==> config.mk <==
export PLATFORM = sky130hd
export DESIGN_NAME = bldc_hall_velocity_estimator
export DESIGN_NICKNAME = d
export VERILOG_FILES = /design/src/rtl/bldc_pkg.sv /design/src/rtl/hall_input_filter.sv /design/src/rtl/bldc_hall_velocity_estimator.sv
export SDC_FILE = /design/constraint.sdc
export NUM_CORES = 1
export LEC_CHECK = 0
export BUFFER_PORTS_ARGS = -buffer_cell sky130_fd_sc_hd__clkbuf_2
export CORE_MARGIN = 5
export CORE_UTILIZATION = 51
export CTS_CLUSTER_DIAMETER = 150
export CTS_CLUSTER_SIZE = 25
export DETAILED_ROUTE_END_ITERATION = 8
export PLACE_DENSITY = 0.75
export RECOVER_POWER = 25
export SETUP_SLACK_MARGIN = 0.05
export SLEW_MARGIN = 20
export SYNTH_ARGS = -nofsm -noshare
export SYNTH_HDL_FRONTEND = slang
export SYNTH_SLANG_ARGS = --single-unit
==> constraint.sdc <==
create_clock -name clk -period 6.24 [get_ports clk]
set_clock_uncertainty 0.05 [all_clocks]
set_input_delay 0.624 -clock clk [delete_from_list [all_inputs] [get_ports clk]]
set_output_delay 0.624 -clock clk [all_outputs]
set_load 0.1 [all_outputs]
==> src/rtl/bldc_pkg.sv <==
// Shared types and hall-sequence helpers for the BLDC velocity path.
//   hall_code_t : raw/filtered hall code {C,B,A}
//   velocity_t  : signed step count per sample window
//   HALL_SEQ    : forward commutation order, index 0..5
//   hall_index  : code -> sequence index, HALL_IDX_ILLEGAL for 000/111
package bldc_pkg;

    typedef logic [2:0]        hall_code_t;
    typedef logic signed [15:0] velocity_t;

    localparam hall_code_t HALL_SEQ [6] = '{3'b001, 3'b011, 3'b010, 3'b110, 3'b100, 3'b101};

    localparam logic [2:0] HALL_IDX_ILLEGAL = 3'd7;
    localparam int unsigned HALL_SEQ_LEN    = 6;

    // Symmetric saturation limit so that +/- ranges match.
    localparam int signed VEL_LIMIT = 32767;

    // Position of a code in the forward sequence, or HALL_IDX_ILLEGAL.
    function automatic logic [2:0] hall_index(input hall_code_t code);
        logic [2:0] idx;
        idx = HALL_IDX_ILLEGAL;
        for (int i = 0; i < 6; i++) begin
            if (HALL_SEQ[i] == code) begin
                idx = 3'(i);
            end
        end
        return idx;
    endfunction

endpackage

==> src/rtl/hall_input_filter.sv <==
// Hall input conditioning: multi-flop synchroniser followed by a glitch
// filter that accepts a code only after FILTER_CYCLES identical samples.
//   clk, reset    : clock, async active-high reset
//   hall          : raw asynchronous hall lines
//   code          : filtered hall code (000 after reset)
//   code_changed  : 1-cycle pulse when code takes a new value
module hall_input_filter
    import bldc_pkg::*;
#(
    parameter int unsigned SYNC_STAGES   = 2,
    parameter int unsigned FILTER_CYCLES = 4
) (
    input  logic       clk,
    input  logic       reset,
    input  hall_code_t hall,
    output hall_code_t code,
    output logic       code_changed
);

    localparam int unsigned CNT_W = ($clog2(FILTER_CYCLES + 1) < 1) ? 1 : $clog2(FILTER_CYCLES + 1);
    localparam logic [CNT_W-1:0] CNT_MAX = CNT_W'(FILTER_CYCLES);

    hall_code_t       sync_q [SYNC_STAGES];
    hall_code_t       synced;
    hall_code_t       cand_q;
    logic [CNT_W-1:0] cnt_q;
    logic [CNT_W-1:0] cnt_next;
    logic             accept_c;

    // Synchroniser chain.
    always_ff @(posedge clk or posedge reset) begin
        if (reset) begin
            for (int i = 0; i < int'(SYNC_STAGES); i++) begin
                sync_q[i] <= '0;
            end
        end else begin
            sync_q[0] <= hall;
            for (int i = 1; i < int'(SYNC_STAGES); i++) begin
                sync_q[i] <= sync_q[i-1];
            end
        end
    end

    assign synced = sync_q[SYNC_STAGES-1];

    // Run length of the current synced sample, counting this cycle's sample,
    // so acceptance lands exactly FILTER_CYCLES samples after the change.
    always_comb begin
        cnt_next = CNT_W'(1);
        if (synced == cand_q) begin
            cnt_next = (cnt_q == CNT_MAX) ? cnt_q : cnt_q + CNT_W'(1);
        end
        accept_c = (cnt_next >= CNT_MAX) && (synced != code);
    end

    always_ff @(posedge clk or posedge reset) begin
        if (reset) begin
            cand_q       <= '0;
            cnt_q        <= '0;
            code         <= '0;
            code_changed <= 1'b0;
        end else begin
            cand_q       <= synced;
            cnt_q        <= cnt_next;
            code_changed <= accept_c;
            if (accept_c) begin
                code <= synced;
            end
        end
    end

endmodule

==> src/rtl/bldc_hall_velocity_estimator.sv <==
// Hall-sensor velocity estimator: decodes filtered hall transitions into
// +/-1 steps, accumulates them over a fixed window and publishes a signed
// velocity with a 1-cycle strobe. Illegal codes and skipped steps raise
// hall_fault for the window in which they occur.
//   clk, reset      : clock, async active-high reset
//   hall            : raw hall lines {C,B,A}
//   velocity        : steps counted in the last completed window
//   velocity_valid  : 1-cycle pulse at each window end
//   direction       : sign of the most recent counted step (1 = reverse)
//   hall_fault      : last window saw an illegal code or skipped step
module bldc_hall_velocity_estimator
    import bldc_pkg::*;
#(
    parameter int unsigned WINDOW_CYCLES = 50000,
    parameter int unsigned FILTER_CYCLES = 4,
    parameter int unsigned SYNC_STAGES   = 2
) (
    input  logic       clk,
    input  logic       reset,
    input  hall_code_t hall,
    output velocity_t  velocity,
    output logic       velocity_valid,
    output logic       direction,
    output logic       hall_fault
);

    localparam int unsigned WIN_W = ($clog2(WINDOW_CYCLES) < 1) ? 1 : $clog2(WINDOW_CYCLES);
    localparam logic [WIN_W-1:0] WIN_LAST = WIN_W'(WINDOW_CYCLES - 1);

    hall_code_t        filt_code;
    logic              code_changed;

    logic [WIN_W-1:0]  win_cnt;
    velocity_t         acc;
    logic              fault_flag;
    logic [2:0]        ref_idx;
    logic              ref_valid;

    logic [2:0]        new_idx_c;
    logic              illegal_c;
    logic [3:0]        delta_c;
    logic signed [1:0] step_c;
    logic              fault_c;
    logic signed [16:0] sum_c;
    velocity_t         acc_next_c;
    logic              window_end_c;

    hall_input_filter #(
        .SYNC_STAGES   (SYNC_STAGES),
        .FILTER_CYCLES (FILTER_CYCLES)
    ) u_filter (
        .clk          (clk),
        .reset        (reset),
        .hall         (hall),
        .code         (filt_code),
        .code_changed (code_changed)
    );

    // Transition decode: forward/reverse step, or fault on illegal/skipped code.
    always_comb begin
        new_idx_c = hall_index(filt_code);
        illegal_c = (new_idx_c == HALL_IDX_ILLEGAL);
        delta_c   = 4'(new_idx_c) + 4'(HALL_SEQ_LEN) - 4'(ref_idx);
        if (delta_c >= 4'(HALL_SEQ_LEN)) begin
            delta_c = delta_c - 4'(HALL_SEQ_LEN);
        end
        step_c  = 2'sd0;
        fault_c = 1'b0;
        if (code_changed) begin
            if (illegal_c) begin
                fault_c = 1'b1;
            end else if (ref_valid) begin
                if (delta_c == 4'd1) begin
                    step_c = 2'sd1;
                end else if (delta_c == 4'(HALL_SEQ_LEN - 1)) begin
                    step_c = -2'sd1;
                end else if (delta_c != 4'd0) begin
                    fault_c = 1'b1;
                end
            end
        end
    end

    // Saturating accumulate including this cycle's step.
    always_comb begin
        sum_c = 17'(acc) + 17'(step_c);
        if (sum_c > 17'(VEL_LIMIT)) begin
            acc_next_c = 16'(VEL_LIMIT);
        end else if (sum_c < -17'(VEL_LIMIT)) begin
            acc_next_c = -16'(VEL_LIMIT);
        end else begin
            acc_next_c = 16'(sum_c);
        end
        window_end_c = (win_cnt == WIN_LAST);
    end

    // Reference tracking: any legal new code becomes the reference.
    always_ff @(posedge clk or posedge reset) begin
        if (reset) begin
            ref_idx   <= '0;
            ref_valid <= 1'b0;
        end else if (code_changed) begin
            if (illegal_c) begin
                ref_valid <= 1'b0;
            end else begin
                ref_idx   <= new_idx_c;
                ref_valid <= 1'b1;
            end
        end
    end

    // Window counter, accumulator and published outputs.
    always_ff @(posedge clk or posedge reset) begin
        if (reset) begin
            win_cnt        <= '0;
            acc            <= '0;
            fault_flag     <= 1'b0;
            velocity       <= '0;
            velocity_valid <= 1'b0;
            hall_fault     <= 1'b0;
        end else if (window_end_c) begin
            win_cnt        <= '0;
            acc            <= '0;
            fault_flag     <= 1'b0;
            velocity       <= acc_next_c;
            velocity_valid <= 1'b1;
            hall_fault     <= fault_flag | fault_c;
        end else begin
            win_cnt        <= win_cnt + WIN_W'(1);
            acc            <= acc_next_c;
            fault_flag     <= fault_flag | fault_c;
            velocity_valid <= 1'b0;
        end
    end

    // Direction follows counted steps only, independent of the window.
    always_ff @(posedge clk or posedge reset) begin
        if (reset) begin
            direction <= 1'b0;
        end else if (step_c != 2'sd0) begin
            direction <= (step_c < 2'sd0);
        end
    end

endmodule

==> impl_metrics.json, run 1 <==
{
  "routed_wl_mm": 9.06,
  "power_frac_seq_pct": 38.1,
  "grt_usage_pct": 18.9,
  "die_area_sq_mm": 0.0102,
  "grt_pass1_wl_mm": 15.6,
  "cts_buffers": 9,
  "clockBufferDepth": 2,
  "yosys.area.top_type": "dfrtp_1",
  "firstDrtPassIters": 6,
  "cp_max_fo": 17,
  "fin_crit_ps": 5600,
  "nNetsFinal": 492,
  "postCtsHoldBufs": 0,
  "peakVddDrop_uv": 160,
  "drtAntennaViolNets": 0,
  "max_freq_mhz": 179,
  "yosysWarnings": 0,
  "crit_arrival_ps": 5800,
  "grt-ovfl-total": 0,
  "failed_checks": "capacitance limit, slew limit",
  "synth_top_area_share_pct": 42.5,
  "power_mw": 1.46,
  "via_count": 3432,
  "syn_area_sq_mm": 0.00424,
  "setup.worst_path.end_class": "flip-flop",
  "final_max_slew_viol_count": 73,
  "die_h_microns": 101,
  "wl_per_cell_microns": 15.9,
  "synth.ff_latch_count": 72,
  "num_antenna_cells": 0,
  "cts_setup_buffers": 0,
  "clk_pin_slew_worst_paths_ps": 80,
  "synth_area_leaders": "dfrtp_1, ha_1, nor2_1",
  "powerDensity_mw_per_mm2": 315,
  "setup_violations": 0,
  "synth_edf_count": 0,
  "cts_tree": "built",
  "core_area_sq_mm": 0.00818,
  "gr-max-usage-layer": "met2",
  "grt_start_max_net_pins": 73,
  "fillers": 725,
  "met2_usage_pct": 29.2,
  "setup_tns_ps": 0,
  "clkPwrFrac_pct": 27.5,
  "path_buf_inv": 2,
  "netlist_instances": 441,
  "rsz0062_at_grt": "false",
  "period_share_pct": 89.7,
  "synthDistinctLibCells": 62,
  "drive_gt1_share_pct": 13.8,
  "net-switching-power_uw": 505,
  "async_reset_ff_share_pct": 100,
  "die_x_microns": 101,
  "yosysSeqAreaShare_pct": 42.5,
  "ys.flop_type": "dfrtp_1",
  "route.detailed.drc": 0,
  "worst_pin_slew_ps": 3690,
  "relSlewSlack_pct": -146,
  "critPathKind": "flip-flop to flip-flop",
  "slowest_delay_ps": 570,
  "numClockSinks": 72,
  "first_global_vias": 3239,
  "leakagePower_nw": 2.15,
  "place.gp.congestion": 0.915,
  "syn_nets": 472,
  "slowest_stage": "fa_1",
  "via_per_inst": 6.02,
  "cp_top_family": "compound AO/OA/AOI/OAI gates",
  "use_met3_pct": 4.75,
  "drv_cap": 1,
  "io_buffers": 23,
  "crit_chain": "xnor2_1 > a21oi_1 > ha_1 > inv_1 > ha_1 > fa_1 > ha_1 > nand2_1 > a21oi_1 > a31oi_1 > or4_1 > nor2_1 > buf_4 > ha_1 > a21oi_2 > a21boi_0 > a221oi_2 > nor4_1 > and4_4 > a31o_4 > a221oi_2",
  "cp.required_ps": 6440,
  "start_kind": "flip-flop",
  "clk-insertion-delay-late_ps": 340,
  "area_delta_synth_final_pct": 9.76,
  "std_cell_rows": 33,
  "ctsHtreeMaxLevel": 3,
  "hpwlAfterDp_mm": 6.41,
  "use_met1_pct": 26.2,
  "p_sw_share_pct": 34.5,
  "pin_count": 24,
  "hold_viol_final": 0,
  "path_common_cell": "ha_1",
  "pwr-share-comb_pct": 34.4,
  "initial_core_util_pct": 51.9,
  "antenna_found_initial": 0,
  "p_int_uw": 960,
  "hp-class": "flip-flop to flip-flop",
  "cts-root-buf": "clkbuf_8",
  "hold_slack_ps": 300,
  "drtIter0Drc": 335,
  "cts_resized": 0,
  "outcome": "finished with violations",
  "postSynthAreaPerCell_sq_um": 9.62
}
[logic make-up after synthesis]
logic type      synth area share, %
compound gates                 21.7
xor+xnor                       6.40
buf+inv                        4.04
flops                          42.5
mux                           0.531
fa+ha+maj                      9.44
simple gates                   15.4
[cells in the final DEF (no fill, tap or decap), drive strengths merged, types with 3 or more instances in the layout]
master / count
o211ai: 3
a21oi: 24
o21bai: 3
buf: 6
o21a: 4
and3: 5
or3: 4
o211a: 3
ha: 24
nor3: 13
nand2: 42
nand4: 5
a211oi: 9
maj3: 6
clkinv: 3
a21o: 10
xor2: 17
clkbuf: 34
a31oi: 3
xnor2: 14
o21ai: 27
a221oi: 14
nand3: 15
nor2: 43
inv: 18
o22ai: 3
dfrtp: 72
[path summary, 6_finish.rpt]
| check | depth (start not counted) | slack, ps | start | end |
|---|---|---|---|---|
| worst max-delay path | 21 | 640 | u_filter.code[2] | acc[10] |
| worst min-delay path | 0 | 300 | u_filter.sync_q[4] | u_filter.synced[1] |
| worst max register to register | 21 | 640 | u_filter.code[2] | acc[10] |
| worst min register to register | 0 | 300 | u_filter.sync_q[4] | u_filter.synced[1] |
| max in group asynchronous | 3 | 2440 | reset | win_cnt[13] |
| min in group asynchronous | 3 | 1660 | reset | win_cnt[14] |
[power groups by stage]
stage	sequential, mW	combinational [mW]	clock (mW)
2_1_floorplan	0.549	0.411	0
6_report	0.558	0.503	0.403
3_5_place_dp	0.567	0.493	0
4_1_cts	0.558	0.499	0.413
5_1_grt	0.565	0.571	0.433
3_3_place_gp	0.565	0.462	0
[stage by stage]
stage | cell area (sq um) | std cells | utilization (%) | setup WS [ps]
detailed placement | 4440 | 555 | 54.3 | 786
finish | 4660 | 570 | 56.9 | 641
CTS | 4660 | 570 | 57.0 | 728
global placement | 4440 | 555 | 54.3 | 957
floorplan | 4240 | 441 | - | 743
global route | 4660 | 570 | 56.9 | 268
[area by class of cell]
cell class / instances / area (sq um) / area share (%)
multi-input cells: 329 / 2270 / 48.7
flip-flops and latches: 72 / 1800 / 38.7
repair buffers: 30 / 164 / 3.52
clock buffers: 10 / 138 / 2.96
well taps: 105 / 131 / 2.82
clock inverters: 5 / 81.3 / 1.75
inverters: 19 / 71.3 / 1.53
[routing by layer]
metal	part of all wire (%)	vias to the layer above
met5	0	-
met4	2.0	0
met3	6.0	19
met2	46	115
met1	46	1663
li1	-	1635
[worst register-to-register path, delay by kind of cell (launching register included)]
kind | cells | cell delay [ps]
xor gates and xnor gates | 1 | 160
buffers and inverters | 2 | 290
adders and majority gates | 5 | 1520
DFF | 1 | 470
AOI/OAI and AO/OA | 8 | 1990
and+or+nand+nor | 5 | 1020
[synth_stat cells, types with 2 or more instances]
cell / count
a211oi_1: 7
a211oi_2: 2
a21boi_0: 2
a21o_1: 10
a21oi_1: 21
a21oi_2: 2
a221o_1: 2
a221oi_1: 8
a221oi_2: 6
a22o_1: 2
a22oi_1: 2
a31oi_1: 3
and2_1: 2
and3_1: 5
buf_2: 11
clkbuf_1: 8
dfrtp_1: 72
fa_1: 2
ha_1: 24
inv_1: 18
maj3_1: 6
mux2_2: 2
nand2_1: 42
nand3_1: 15
nand4_1: 5
nor2_1: 43
nor2b_1: 2
nor3_1: 13
nor3b_1: 2
nor4_1: 2
o211a_1: 3
o211ai_1: 3
o21a_1: 4
o21ai_0: 23
o21ai_1: 4
o21bai_1: 3
o22ai_1: 3
or3_1: 4
xnor2_1: 14
xor2_1: 17
[registers in the layout, indices dropped and copies added, names as in the netlist]
name / count
u_filter.code_changed: 1
u_filter.code: 3
ref_idx: 3
win_cnt: 16
ref_valid: 1
u_filter.sync_q: 3
u_filter.synced: 3
hall_fault: 1
direction: 1
acc: 16
velocity_valid: 1
u_filter.cnt_q: 3
velocity: 16
fault_flag: 1
u_filter.cand_q: 3
Note: power is estimated with default switching activity, not from simulation.
==> run 2, diff against run 1 <==
--- a/config.mk
+++ b/config.mk
@@ -17,4 +17,5 @@
 export SLEW_MARGIN = 20
 export SYNTH_ARGS = -nofsm -noshare
 export SYNTH_HDL_FRONTEND = slang
+export SYNTH_HIERARCHICAL = 1
 export SYNTH_SLANG_ARGS = --single-unit
==> impl_metrics.json, run 2 <==
{
  "die_x_microns": 101,
  "synth_common_cells": "dfrtp_1, nor2_1, nand2_1",
  "clockBufferDepth": 2,
  "setup.worst_path.end_class": "flip-flop",
  "core_area_sq_mm": 0.00818,
  "numClockSinks": 72,
  "peakVddDrop_uv": 120,
  "worst_pin_slew_ps": 2950,
  "synth.most_common_cell": "dfrtp_1",
  "slowest_stage": "fa_1",
  "final_cell_mix": "dfrtp_1, nor2_1, nand2_1",
  "final_area_sq_mm": 0.00469,
  "std_cell_rows": 33,
  "die_h_microns": 101,
  "max_freq_mhz": 174,
  "drtAntennaViolNets": 0,
  "ys.flop_type": "dfrtp_1",
  "netlist_instances": 450,
  "via_per_inst": 5.71,
  "synth_edf_count": 0,
  "cp.required_ps": 6410,
  "syn_nets": 481,
  "pin_count": 24,
  "postPlaceCellArea_sq_mm": 0.00449,
  "hp-class": "input pin to async pin",
  "nNetsFinal": 507,
  "start_kind": "flip-flop",
  "path_common_cell": "ha_1",
  "die_area_sq_mm": 0.0103,
  "setup_tns_ps": 0,
  "powerDensity_mw_per_mm2": 272,
  "synth_area_leaders": "dfrtp_1, ha_1, nor2_1",
  "async_reset_ff_share_pct": 100,
  "synthDistinctLibCells": 67,
  "grt_pass1_wl_mm": 16.2,
  "crit_chain": "mux2i_2 > ha_1 > inv_1 > ha_1 > fa_1 > ha_1 > nand2_1 > a21oi_1 > a31oi_1 > or4_1 > inv_1 > and2_4 > ha_1 > and2_4 > a221o_1 > or4_1 > o211a_2 > nor4b_4 > nand4_2 > a311oi_1 > o211ai_1",
  "relSlewSlack_pct": -96.6,
  "postSynthAreaPerCell_sq_um": 9.46,
  "drv_cap": 1,
  "rsz0062_at_grt": "false",
  "first_global_vias": 3290,
  "cts-root-buf": "clkbuf_8",
  "synth.ff_latch_count": 72,
  "grt_usage_pct": 20.0,
  "yosysWarnings": 6,
  "leakagePower_nw": 2.20,
  "crit_arrival_ps": 5930,
  "clk_pin_slew_worst_paths_ps": 80,
  "top_regs": "acc (16), velocity (16), win_cnt (16)",
  "initial_core_util_pct": 52.1,
  "drive_gt1_share_pct": 15.2,
  "layout_commonest_cell": "dfrtp_1",
  "fillers": 707,
  "area_delta_synth_final_pct": 10.1,
  "num_antenna_cells": 0,
  "via_count": 3347,
  "clk-insertion-delay-late_ps": 360,
  "synth_top_area_share_pct": 42.3,
  "route.detailed.drc": 0,
  "place.gp.congestion": 0.881,
  "period_share_pct": 92.4,
  "fin_crit_ps": 5760,
  "multi_input_area_sq_mm": 0.00235,
  "setup_violations": 0,
  "hold_viol_final": 0,
  "cp_max_fo": 10,
  "ctsHtreeMaxLevel": 3,
  "failed_checks": "capacitance limit, slew limit",
  "critPathKind": "flip-flop to flip-flop",
  "firstDrtPassIters": 4,
  "routed_wl_mm": 9.26,
  "outcome": "finished with violations",
  "syn_area_sq_mm": 0.00426,
  "register_area_sq_mm": 0.00180,
  "hpwlAfterDp_mm": 6.81,
  "io_buffers": 23,
  "wl_per_cell_microns": 15.8,
  "grt-ovfl-total": 0,
  "drtIter0Drc": 160,
  "slowest_delay_ps": 540,
  "yosys.area.top_type": "dfrtp_1",
  "cts_tree": "built",
  "grt_start_max_net_pins": 57,
  "cts_buffers": 9,
  "final_max_slew_viol_count": 57,
  "yosysSeqAreaShare_pct": 42.3,
  "antenna_found_initial": 0
}
[run 2: power by group]
part | internal [mW] | leakage, nW | total, mW | switching, mW
Combinational | 0.178 | 1.18 | 0.411 | 0.233
Sequential | 0.501 | 0.949 | 0.536 | 0.0349
Clock | 0.145 | 0.0749 | 0.329 | 0.184
[run 2: final timing paths]
path	start	endpoint	slack (ps)	cells past startpoint
setup / recovery	u_filter/code[2]	velocity[1]	480	21
setup reg to reg	u_filter/code[2]	velocity[1]	480	21
hold / removal	reset	u_filter/cand_q[0]	260	2
hold reg to reg	u_filter/sync_q[4]	u_filter/synced[1]	310	0
max in group asynchronous	reset	acc[6]	3160	3
min in group clk	u_filter/sync_q[4]	u_filter/synced[1]	310	0
[run 2: metal layers]
| layer | GRT usage, % | wire, microns | vias to the layer above |
|---|---|---|---|
| met3 | 5.23 | 397 | 12 |
| met5 | 0 | 0 | - |
| met1 | 27.3 | 4250 | 1605 |
| met4 | 5.83 | 121 | 0 |
| met2 | 31.5 | 4490 | 66 |
| li1 | - | - | 1664 |
[run 2: what timing repair did]
| item | in CTS | in global routing |
|---|---|---|
| buffers inserted | 0 | 0 |
| hold buffers | 0 | 0 |
| resized for setup | 0 | 7 |
| endpoints found under the setup margin | 0 | 30 |
[run 2: metrics by stage]
step	utilization [%]	std cells	setup WS, ps	hold WS (ps)	total power, mW
after CTS	57.0	585	171	270	1.27
after global routing	57.3	586	128	292	1.38
after floorplan	-	450	701	281	0.855
after detailed placement	54.9	569	244	293	0.941
final	57.3	586	477	265	1.28
after global placement	54.9	569	518	281	0.919
[run 2: critical path, delay by kind of cell, from the launching register on]
family                   cells  cell delay [ps]
AND/OR/NAND/NOR              7             1950
buffers and inverters        2              150
adder cells (fa/ha/maj)      5             1560
flip-flops                   1              480
multiplexers                 1              210
AO/OA/AOI/OAI                6             1210
[run 2: cell type report]
| class | instances | area share, % |
|---|---|---|
| repair buffers | 31 | 3.63 |
| well taps | 105 | 2.80 |
| multi-input cells | 345 | 50.1 |
| inverters | 17 | 1.36 |
| clock inverters | 6 | 0.935 |
| clock buffers | 10 | 2.72 |
| flip-flops and latches | 72 | 38.5 |
[run 2: logic make-up after synthesis]
kind of cell | count (synthesis) | synth area share [%]
compound gates | 105 | 17.1
flops | 72 | 42.3
fa+ha+maj | 31 | 9.17
buf+inv | 34 | 3.20
simple gates | 176 | 21.1
mux | 4 | 1.29
xor+xnor | 28 | 5.76
==> run 3, diff against run 2 <==
--- a/config.mk
+++ b/config.mk
@@ -6,6 +6,7 @@
 export NUM_CORES = 1
 export LEC_CHECK = 0
 export BUFFER_PORTS_ARGS = -buffer_cell sky130_fd_sc_hd__clkbuf_2
+export CORE_ASPECT_RATIO = 0.7
 export CORE_MARGIN = 5
 export CORE_UTILIZATION = 51
 export CTS_CLUSTER_DIAMETER = 150
==> impl_metrics.json, run 3 (synthesis results as in run 2) <==
{
  "outcome": "finished with violations",
  "failed_checks": "capacitance limit, slew limit",
  "grt-ovfl-total": 0,
  "grt_start_max_net_pins": 57,
  "routed_wl_mm": 9.37,
  "fillers": 653,
  "wl_per_cell_microns": 16.1,
  "via_per_inst": 5.80,
  "drtAntennaViolNets": 0,
  "cts-root-buf": "clkbuf_16",
  "layout_commonest_cell": "dfrtp_1",
  "grt_usage_pct": 19.3,
  "drtIter0Drc": 238,
  "preCtsSetupSlack_ps": 227,
  "setup.worst_path.end_class": "flip-flop",
  "area_delta_synth_final_pct": 14.1,
  "nNetsFinal": 506,
  "rsz0062_at_grt": "false",
  "core_area_sq_mm": 0.00801,
  "power_mw": 1.51,
  "cts_buffers": 9,
  "postCtsHoldBufs": 0,
  "initial_core_util_pct": 53.1,
  "drive_gt1_share_pct": 15.8,
  "cts_tree": "built",
  "leakagePower_nw": 2.27,
  "die_h_microns": 86.4,
  "io_buffers": 23,
  "setup_tns_ps": 0,
  "fin_crit_ps": 5930,
  "pin_count": 24,
  "cp.required_ps": 6380,
  "start_kind": "flip-flop",
  "setup_violations": 0,
  "route.detailed.drc": 0,
  "ctsHtreeMaxLevel": 3,
  "crit_arrival_ps": 6070,
  "hpwlAfterDp_mm": 6.72,
  "fin_util_pct": 60.6,
  "peakVddDrop_uv": 240,
  "antenna_found_initial": 0,
  "numClockSinks": 72,
  "die_area_sq_mm": 0.0103,
  "place.gp.congestion": 0.876,
  "drv_cap": 1,
  "powerDensity_mw_per_mm2": 311,
  "clockBufferDepth": 2,
  "final_max_slew_viol_count": 57,
  "grt_pass1_wl_mm": 16.0,
  "first_global_vias": 3199,
  "max_freq_mhz": 169,
  "die_x_microns": 119,
  "cp_max_fo": 16,
  "critPathKind": "flip-flop to flip-flop",
  "fin_ws_ps": 311,
  "period_share_pct": 95.0,
  "via_count": 3370,
  "final_cell_mix": "dfrtp_1, nor2_1, nand2_1",
  "clk-insertion-delay-late_ps": 330,
  "hold_viol_final": 0,
  "clk_pin_slew_worst_paths_ps": 60,
  "std_cell_rows": 27,
  "top_regs": "acc (16), velocity (16), win_cnt (16)",
  "num_antenna_cells": 0,
  "hp-class": "flip-flop to flip-flop",
  "worst_pin_slew_ps": 2960,
  "relSlewSlack_pct": -97.4,
  "firstDrtPassIters": 5
}
run 3: area by class of cell:
cell class | instances | area (sq um) | area share (%)
timing repair buffer | 30 | 170 | 3.51
tap | 101 | 126 | 2.60
clock buffer | 11 | 243 | 5.00
clock inverter | 5 | 80.1 | 1.65
multi-input combinational | 345 | 2360 | 48.7
sequential | 72 | 1810 | 37.2
inverter | 17 | 63.8 | 1.31
run 3: path summary, 6_finish.rpt:
path / startpoint / slack [ps] / cells after the start / endpoint
worst max-delay path: u_filter/code[0] / 310 / 23 / velocity[1]
worst min-delay path: u_filter/sync_q[3] / 290 / 0 / u_filter/synced[0]
worst max register to register: u_filter/code[0] / 310 / 23 / velocity[1]
worst min register to register: u_filter/sync_q[3] / 290 / 0 / u_filter/synced[0]
max in group asynchronous: reset / 3110 / 3 / velocity[7]
min in group asynchronous: reset / 310 / 2 / u_filter/synced[0]
run 3: through the flow:
stage,hold slack (ps),std cells,instance area (sq um)
after floorplan,281,450,4260
after global placement,284,563,4470
after detailed placement,286,563,4470
after CTS,298,579,4790
after global routing,312,581,4850
final,292,581,4850
run 3: routing by layer:
| layer | GRT usage [%] | share of wire, % | routed length [microns] |
|---|---|---|---|
| met3 | 5.41 | 6.1 | 570 |
| met1 | 29.1 | 50 | 4710 |
| met2 | 26.8 | 42 | 3960 |
| met5 | 0 | 0 | 0 |
| met4 | 5.99 | 1.4 | 128 |
run 3: critical path, cell delays in order (launching register included):
cell	delay [ps]
dfrtp_2	460
xnor2_1	170
o21ai_0	180
ha_1	170
inv_1	40
ha_1	180
fa_1	520
ha_1	170
nand2_1	60
a21oi_1	160
a31oi_1	70
or4_1	540
inv_1	100
and2_1	200
buf_8	190
ha_2	330
and2_4	170
a221o_1	380
or4_1	500
o211a_2	190
nor4b_4	270
nand4_4	190
a311oi_2	350
o211ai_1	130
run 3: report_power, final:
part	switching [mW]	internal [mW]	leakage, nW
logic	0.237	0.186	1.17
registers	0.0356	0.504	0.947
clock network	0.188	0.360	0.152
total	0.461	1.05	2.27
run 3: what timing repair did:
action                     4_1_cts  5_1_grt
setup buffers                    0        1
setup endpoints to repair        0       19
gates resized for setup          0       13
